===== src/rtl/ram_arb_pkg.sv =====
// Shared types and constants for the data RAM arbiter.
// Latency: n/a (declarations only). Backpressure: n/a.
// ARB_LOCK exists only when RAM_ARB_BURST_EN is defined.
package ram_arb_pkg;

    localparam int REG_BUS         = 32;
    localparam int REG_SEL         = 4;
    localparam int BURST_CNT_MAX_W = 8;

    // Records which master owned the RAM in the previous cycle.
    typedef enum logic [1:0] {
        ARB_IDLE = 2'd0,
        ARB_G0   = 2'd1,
        ARB_G1   = 2'd2
`ifdef RAM_ARB_BURST_EN
        ,
        ARB_LOCK = 2'd3
`endif
    } arb_state_t;

    // One master's RAM command, muxed as a unit onto the RAM port.
    typedef struct packed {
        logic                 we;
        logic [REG_BUS-1:0]   addr;
        logic [REG_SEL-1:0]   sel;
        logic [REG_BUS-1:0]   wdata;
    } ram_req_t;

    // Width that holds 0..max_burst, never wider than 8 bits.
    function automatic int burst_cnt_width(input int max_burst);
        int w;
        w = $clog2(max_burst + 1);
        return (w > BURST_CNT_MAX_W) ? BURST_CNT_MAX_W : w;
    endfunction

endpackage


===== src/rtl/data_ram_arbiter_if.sv =====
// Bundle of both master ports and the data_ram port of the arbiter.
// Latency: n/a (wires only). Backpressure: gnt/stall are driven by the arbiter.
// slave = arbiter view, master = masters-plus-RAM environment view.
interface data_ram_arbiter_if;
    import ram_arb_pkg::*;

    logic               m0_req;
    logic               m0_we;
    logic [REG_BUS-1:0] m0_addr;
    logic [REG_SEL-1:0] m0_sel;
    logic [REG_BUS-1:0] m0_wdata;
    logic               m0_gnt;
    logic               m0_stall;
    logic [REG_BUS-1:0] m0_rdata;

    logic               m1_req;
    logic               m1_we;
    logic [REG_BUS-1:0] m1_addr;
    logic [REG_SEL-1:0] m1_sel;
    logic [REG_BUS-1:0] m1_wdata;
    logic               m1_lock;
    logic               m1_gnt;
    logic [REG_BUS-1:0] m1_rdata;

    logic               ram_ce;
    logic               ram_we;
    logic [REG_BUS-1:0] ram_addr;
    logic [REG_SEL-1:0] ram_sel;
    logic [REG_BUS-1:0] ram_data_o;
    logic [REG_BUS-1:0] ram_data_i;

    modport slave (
        input  m0_req, m0_we, m0_addr, m0_sel, m0_wdata,
        input  m1_req, m1_we, m1_addr, m1_sel, m1_wdata, m1_lock,
        input  ram_data_i,
        output m0_gnt, m0_stall, m0_rdata,
        output m1_gnt, m1_rdata,
        output ram_ce, ram_we, ram_addr, ram_sel, ram_data_o
    );

    modport master (
        output m0_req, m0_we, m0_addr, m0_sel, m0_wdata,
        output m1_req, m1_we, m1_addr, m1_sel, m1_wdata, m1_lock,
        output ram_data_i,
        input  m0_gnt, m0_stall, m0_rdata,
        input  m1_gnt, m1_rdata,
        input  ram_ce, ram_we, ram_addr, ram_sel, ram_data_o
    );

endinterface


===== src/rtl/ram_arb_core.sv =====
// Round-robin grant FSM for two masters, optional locked master-1 burst (RAM_ARB_BURST_EN).
// Latency: grant is combinational from state and requests (zero-cycle).
// Backpressure: loser is simply not granted; rst forces both grants low.
import ram_arb_pkg::*;

module ram_arb_core #(
    parameter int MAX_BURST = 8
) (
    input  logic       clk,
    input  logic       rst,
    input  logic [1:0] req,
    input  logic       m1_lock,
    output logic [1:0] gnt
);

    arb_state_t state;
    arb_state_t state_nxt;

`ifdef RAM_ARB_BURST_EN
    localparam int            CW      = burst_cnt_width(MAX_BURST);
    localparam logic [CW-1:0] MAX_CNT = CW'(MAX_BURST);

    logic [CW-1:0] burst_cnt;
    logic [CW-1:0] burst_cnt_nxt;
`else
    // Lock request and burst length have no meaning without the burst feature.
    localparam int unused_max_burst = MAX_BURST;
    logic unused_lock;
    assign unused_lock = m1_lock;
`endif

    // State register: remembers last owner (and burst length when enabled).
    always_ff @(posedge clk) begin
        if (rst) begin
            state     <= ARB_IDLE;
`ifdef RAM_ARB_BURST_EN
            burst_cnt <= '0;
`endif
        end else begin
            state     <= state_nxt;
`ifdef RAM_ARB_BURST_EN
            burst_cnt <= burst_cnt_nxt;
`endif
        end
    end

    // Grant: lone requester wins; on contention the previous owner yields.
    always_comb begin
        gnt = 2'b00;
        if (!rst) begin
            case (req)
                2'b01:   gnt = 2'b01;
                2'b10:   gnt = 2'b10;
                2'b11: begin
                    case (state)
                        ARB_G0:   gnt = 2'b10;
`ifdef RAM_ARB_BURST_EN
                        // Dropping the lock mid-burst falls back to round-robin.
                        ARB_LOCK: gnt = (m1_lock && (burst_cnt < MAX_CNT)) ? 2'b10 : 2'b01;
`endif
                        default:  gnt = 2'b01;
                    endcase
                end
                default: gnt = 2'b00;
            endcase
        end
    end

    // Next state follows the grant; burst length counts locked master-1 grants.
    always_comb begin
        state_nxt = ARB_IDLE;
`ifdef RAM_ARB_BURST_EN
        burst_cnt_nxt = '0;
`endif
        if (gnt[0]) begin
            state_nxt = ARB_G0;
        end else if (gnt[1]) begin
`ifdef RAM_ARB_BURST_EN
            if (m1_lock) begin
                state_nxt = ARB_LOCK;
                if (state != ARB_LOCK) begin
                    burst_cnt_nxt = CW'(1);
                end else if (burst_cnt < MAX_CNT) begin
                    burst_cnt_nxt = burst_cnt + 1'b1;
                end else begin
                    burst_cnt_nxt = burst_cnt;
                end
            end else begin
                state_nxt = ARB_G1;
            end
`else
            state_nxt = ARB_G1;
`endif
        end
    end

endmodule


===== src/rtl/data_ram_arbiter.sv =====
// Shares the single-port data RAM between the CPU data port (m0) and a loader/debug master (m1).
// Latency: zero-cycle grant; RAM drive and rdata valid in the request cycle, writes commit next edge.
// Backpressure: non-granted master is held off (m0 via m0_stall); nothing is driven during rst.
import ram_arb_pkg::*;

module data_ram_arbiter #(
    parameter int MAX_BURST = 8
) (
    input  logic               clk,
    input  logic               rst,
    data_ram_arbiter_if.slave  bus
);

    logic [1:0] gnt;
    ram_req_t   m0_cmd;
    ram_req_t   m1_cmd;
    ram_req_t   ram_cmd;

    ram_arb_core #(
        .MAX_BURST (MAX_BURST)
    ) u_core (
        .clk     (clk),
        .rst     (rst),
        .req     ({bus.m1_req, bus.m0_req}),
        .m1_lock (bus.m1_lock),
        .gnt     (gnt)
    );

    assign m0_cmd = '{we: bus.m0_we, addr: bus.m0_addr, sel: bus.m0_sel, wdata: bus.m0_wdata};
    assign m1_cmd = '{we: bus.m1_we, addr: bus.m1_addr, sel: bus.m1_sel, wdata: bus.m1_wdata};

    // Request mux: the granted master's command, all-zero when idle.
    always_comb begin
        ram_cmd = '0;
        if (gnt[0]) begin
            ram_cmd = m0_cmd;
        end else if (gnt[1]) begin
            ram_cmd = m1_cmd;
        end
    end

    assign bus.ram_ce     = gnt[0] | gnt[1];
    assign bus.ram_we     = ram_cmd.we;
    assign bus.ram_addr   = ram_cmd.addr;
    assign bus.ram_sel    = ram_cmd.sel;
    assign bus.ram_data_o = ram_cmd.wdata;

    // Response mux: read data only reaches the master that owns the port.
    assign bus.m0_gnt   = gnt[0];
    assign bus.m1_gnt   = gnt[1];
    assign bus.m0_rdata = gnt[0] ? bus.ram_data_i : '0;
    assign bus.m1_rdata = gnt[1] ? bus.ram_data_i : '0;
    assign bus.m0_stall = bus.m0_req & ~gnt[0] & ~rst;

endmodule


===== src/flat_wrapper.sv =====
// flat-port wrapper written by rule: the top's interface ports become plain ports
module data_ram_arbiter_flat 
#(
    parameter int MAX_BURST = 8
)
  (clk, rst, bus_m0_req, bus_m0_we, bus_m0_addr, bus_m0_sel, bus_m0_wdata, bus_m1_req, bus_m1_we, bus_m1_addr, bus_m1_sel, bus_m1_wdata, bus_m1_lock, bus_ram_data_i, bus_m0_gnt, bus_m0_stall, bus_m0_rdata, bus_m1_gnt, bus_m1_rdata, bus_ram_ce, bus_ram_we, bus_ram_addr, bus_ram_sel, bus_ram_data_o);
  data_ram_arbiter_if bus_i ();
  input  logic clk;
  input  logic rst;
  input wire logic [$bits(bus_i.m0_req)-1:0] bus_m0_req;
  input wire logic [$bits(bus_i.m0_we)-1:0] bus_m0_we;
  input wire logic [$bits(bus_i.m0_addr)-1:0] bus_m0_addr;
  input wire logic [$bits(bus_i.m0_sel)-1:0] bus_m0_sel;
  input wire logic [$bits(bus_i.m0_wdata)-1:0] bus_m0_wdata;
  input wire logic [$bits(bus_i.m1_req)-1:0] bus_m1_req;
  input wire logic [$bits(bus_i.m1_we)-1:0] bus_m1_we;
  input wire logic [$bits(bus_i.m1_addr)-1:0] bus_m1_addr;
  input wire logic [$bits(bus_i.m1_sel)-1:0] bus_m1_sel;
  input wire logic [$bits(bus_i.m1_wdata)-1:0] bus_m1_wdata;
  input wire logic [$bits(bus_i.m1_lock)-1:0] bus_m1_lock;
  input wire logic [$bits(bus_i.ram_data_i)-1:0] bus_ram_data_i;
  output wire logic [$bits(bus_i.m0_gnt)-1:0] bus_m0_gnt;
  output wire logic [$bits(bus_i.m0_stall)-1:0] bus_m0_stall;
  output wire logic [$bits(bus_i.m0_rdata)-1:0] bus_m0_rdata;
  output wire logic [$bits(bus_i.m1_gnt)-1:0] bus_m1_gnt;
  output wire logic [$bits(bus_i.m1_rdata)-1:0] bus_m1_rdata;
  output wire logic [$bits(bus_i.ram_ce)-1:0] bus_ram_ce;
  output wire logic [$bits(bus_i.ram_we)-1:0] bus_ram_we;
  output wire logic [$bits(bus_i.ram_addr)-1:0] bus_ram_addr;
  output wire logic [$bits(bus_i.ram_sel)-1:0] bus_ram_sel;
  output wire logic [$bits(bus_i.ram_data_o)-1:0] bus_ram_data_o;
  assign bus_i.m0_req = bus_m0_req;
  assign bus_i.m0_we = bus_m0_we;
  assign bus_i.m0_addr = bus_m0_addr;
  assign bus_i.m0_sel = bus_m0_sel;
  assign bus_i.m0_wdata = bus_m0_wdata;
  assign bus_i.m1_req = bus_m1_req;
  assign bus_i.m1_we = bus_m1_we;
  assign bus_i.m1_addr = bus_m1_addr;
  assign bus_i.m1_sel = bus_m1_sel;
  assign bus_i.m1_wdata = bus_m1_wdata;
  assign bus_i.m1_lock = bus_m1_lock;
  assign bus_i.ram_data_i = bus_ram_data_i;
  assign bus_m0_gnt = bus_i.m0_gnt;
  assign bus_m0_stall = bus_i.m0_stall;
  assign bus_m0_rdata = bus_i.m0_rdata;
  assign bus_m1_gnt = bus_i.m1_gnt;
  assign bus_m1_rdata = bus_i.m1_rdata;
  assign bus_ram_ce = bus_i.ram_ce;
  assign bus_ram_we = bus_i.ram_we;
  assign bus_ram_addr = bus_i.ram_addr;
  assign bus_ram_sel = bus_i.ram_sel;
  assign bus_ram_data_o = bus_i.ram_data_o;
  data_ram_arbiter #(.MAX_BURST(MAX_BURST)) u_core (.clk(clk), .rst(rst), .bus(bus_i));
endmodule

===== config.mk =====
export PLATFORM = sky130hd
export DESIGN_NAME = data_ram_arbiter_flat
export DESIGN_NICKNAME = d
export VERILOG_FILES = /design/src/rtl/ram_arb_pkg.sv /design/src/rtl/data_ram_arbiter_if.sv /design/src/rtl/ram_arb_core.sv /design/src/rtl/data_ram_arbiter.sv /design/src/flat_wrapper.sv
export SDC_FILE = /design/constraint.sdc
export NUM_CORES = 1
export LEC_CHECK = 0
export CAP_MARGIN = 30
export CORE_AREA = 2 2 122 124
export CTS_CLUSTER_DIAMETER = 80
export DETAILED_ROUTE_END_ITERATION = 16
export DIE_AREA = 0 0 124 126
export SLEW_MARGIN = 20
export SYNTH_ARGS = -nofsm -noshare
export SYNTH_HDL_FRONTEND = slang
export SYNTH_SLANG_ARGS = --single-unit

===== constraint.sdc =====
create_clock -name clk -period 3.1 [get_ports clk]
set_input_delay 0.62 -clock clk [delete_from_list [all_inputs] [get_ports clk]]
set_output_delay 0.62 -clock clk [all_outputs]
set_load 0.01 [all_outputs]

==> out/results.ini <==
[cells_and_area]
drive_gt1_share_pct = 7.14
syn_to_final_growth_pct = 284
largest_register = u_core.u_core.state
layout.nets = 653
largest_reg_flops = 2
finish.utilization_pct = 33.1
top_regs = u_core.u_core.state (2)
insertedDiodeCount = 0
layout.cells.non_filler = 660

[logic_synthesis]
synthFlopType = dfxtp_1
yosysTopAreaCellShare_pct = 48.9
async_reset_ff_share_pct = 0
synthTopCellsByArea = a22o_1 49%, and2_1 32%, buf_2 6.1%
ys_ff_latch = 2
post-synth-top-count-cell = a22o_1
synth_edf_count = 0
yosysSeqAreaShare_pct = 3.24
syn_avg_cell_area_um2 = 7.39
syn_inst = 167
synth_area_mm2 = 0.00123
synthTopCellsByCount = 69 x a22o_1, 64 x and2_1, 15 x buf_2, 3 x buf_4, 3 x clkbuf_1
synth_top_area_cell = a22o_1
syn_nets = 342
ys_types = 15
ys_warn_count = 0

[min_path]
holdCritPathClass = reg -> reg

[timing]
slew_headroom_pct = 82.5
finalCritPeriodShare_pct = 97.5
worst_slew_pin_slew_ps = 263
slew_violations = 0
hold_violations = 0
tns_ps = 0
setup_slack_ps = 76.7
rsz0062_at_grt = false
setup_violations = 0
max_freq_mhz = 331
skew_ps = 0.436
min_period_ps = 3020
holdWs_ps = 540

[floorplan]
io_pins = 312
fp.dieW_um = 124
core_region_area_mm2 = 0.0143
die_y_um = 126
initial_core_util_pct = 8.63
fp-row-count = 44
die_area_mm2 = 0.0156

[drt]
ant_nets = 0
via_per_inst = 3.97
drtPass1Iterations = 5
vias = 2618
drcViolationCount = 0
drt_iter0_markers = 28
wl_per_cell_um = 15.2
drt-total-wl_mm = 10.0

[setup_path]
crit_required_ps = 2480
slowest_delay_ps = 510
critical-path-top-delay-family = buffers and inverters
cp_num_buf_inv = 7
crit_chain = clkdlybuf4s50_1 > buf_4 > a211oi_4 > buf_6 > buf_12 > buf_4 > bufbuf_16 > a22o_1 > clkdlybuf4s15_1
critPathCaptureType = primary output
cp-start-kind = input port
cp.arrival_ps = 2400
crit_slowest_cell = clkdlybuf4s50_1
criticalPathCategory = in -> out
crit_fanout = 16
crit_top_cell = buf_4

[placed_design]
dp.cells = 645
hpwl_mm = 7.42
io_buffers = 310
gp_congestion = 0.719
dp_slack_ps = -161

[grt]
grt_max_degree = 40
overflow = 0
antenna_found_initial = 0
grt_pass1_vias = 2758
grt_use_total_pct = 11.3
grt_pass1_wl_mm = 13.7

[clock_network]
cts_hold_buffers = 0
cts_tree = built
htree_levels = 1
insertion_delay_ps = 220
cts_buffer_depth = 2
clk_pin_slew_ps = 30
cts_sinks = 2
cts-root-buf = clkbuf_16
numCtsBuffers = 3

[status]
status = completed

[pwr]
p_leak_nw = 2.27
ir_worst_vdd_v = 0.000133
power_density_mw_per_mm2 = 172

[flow_run]
maxCapViolations = 0

-- layer usage --
layer	GRT usage [%]	part of all wire (%)	up-vias
met5	0	0	-
met4	1.85	0.38	0
met3	2.63	13	4
met2	24.1	54	196
met1	10.5	33	1172
li1	-	-	1246
-- worst register-to-register path: stages, from the launching register on --
cell,delay [ps]
dfxtp_1,290
nand2b_4,160
o21ba_2,210
-- logic make-up (layout without fill, tap and decap cells) --
kind of cell	after synthesis	count (layout)	share of synthesized area, %
and+or+nand+nor	69	69	35.1
buffers and inverters	23	332	9.52
DFF	2	2	3.24
AOI/OAI and AO/OA	73	73	52.2
-- timing repair --
item,CTS,global route
endpoints found under the setup margin,123,34
cloned,5,0
pin swaps,1,0
setup buffers,6,1
resized for setup,121,26
-- final cells by class --
class                      instances  area [µm²]
clock buffer                       3        75.1
fill                            1505        9570
sequential                         2        40.0
tap                              184         230
timing repair buffer             328        3290
inverter                           1        3.75
multi-input combinational        142        1100
-- final timing paths --
check             slack (ps)                     end              startpoint  depth (start not counted)
hold / removal           540  u_core.u_core.state[1]  u_core.u_core.state[0]                          2
setup / recovery          80          bus_ram_sel[3]                     rst                          9
hold reg to reg          540  u_core.u_core.state[1]  u_core.u_core.state[0]                          2
setup reg to reg        2330  u_core.u_core.state[0]  u_core.u_core.state[1]                          2
-- cells in the final DEF, fill, tap and decap left out --
| master | count |
|---|---|
| a22o_1 | 69 |
| o21ba_2 | 1 |
| buf_6 | 1 |
| dlygate4sd2_1 | 99 |
| and2_1 | 64 |
| inv_2 | 1 |
| clkdlybuf4s50_1 | 193 |
| dfxtp_1 | 2 |
| nor3_1 | 1 |
| clkbuf_16 | 3 |
| clkdlybuf4s15_1 | 9 |
| nor2_1 | 2 |
| dlymetal6s2s_1 | 2 |
| clkbuf_2 | 7 |
| a211oi_1 | 1 |
| buf_16 | 4 |
| buf_4 | 5 |
| bufbuf_16 | 2 |
| buf_12 | 6 |
| a211oi_4 | 1 |
| nand2b_4 | 2 |
| o21ba_4 | 1 |
-- power breakdown --
part	internal (mW)	switching (mW)
Combinational	0.391	0.204
Clock	0.164	0.0281
Sequential	0.0274	0.000726
Total	0.582	0.233
-- per-stage QoR --
stage | instance area [µm²] | power [mW]
after detailed placement | 4560 | 0.640
after floorplan | 1230 | 0.203
after global placement | 4560 | 0.634
after global routing | 4740 | 0.863
final | 4740 | 0.815
after CTS | 4740 | 0.826
No activity file was read; power rests on OpenSTA's default activity.
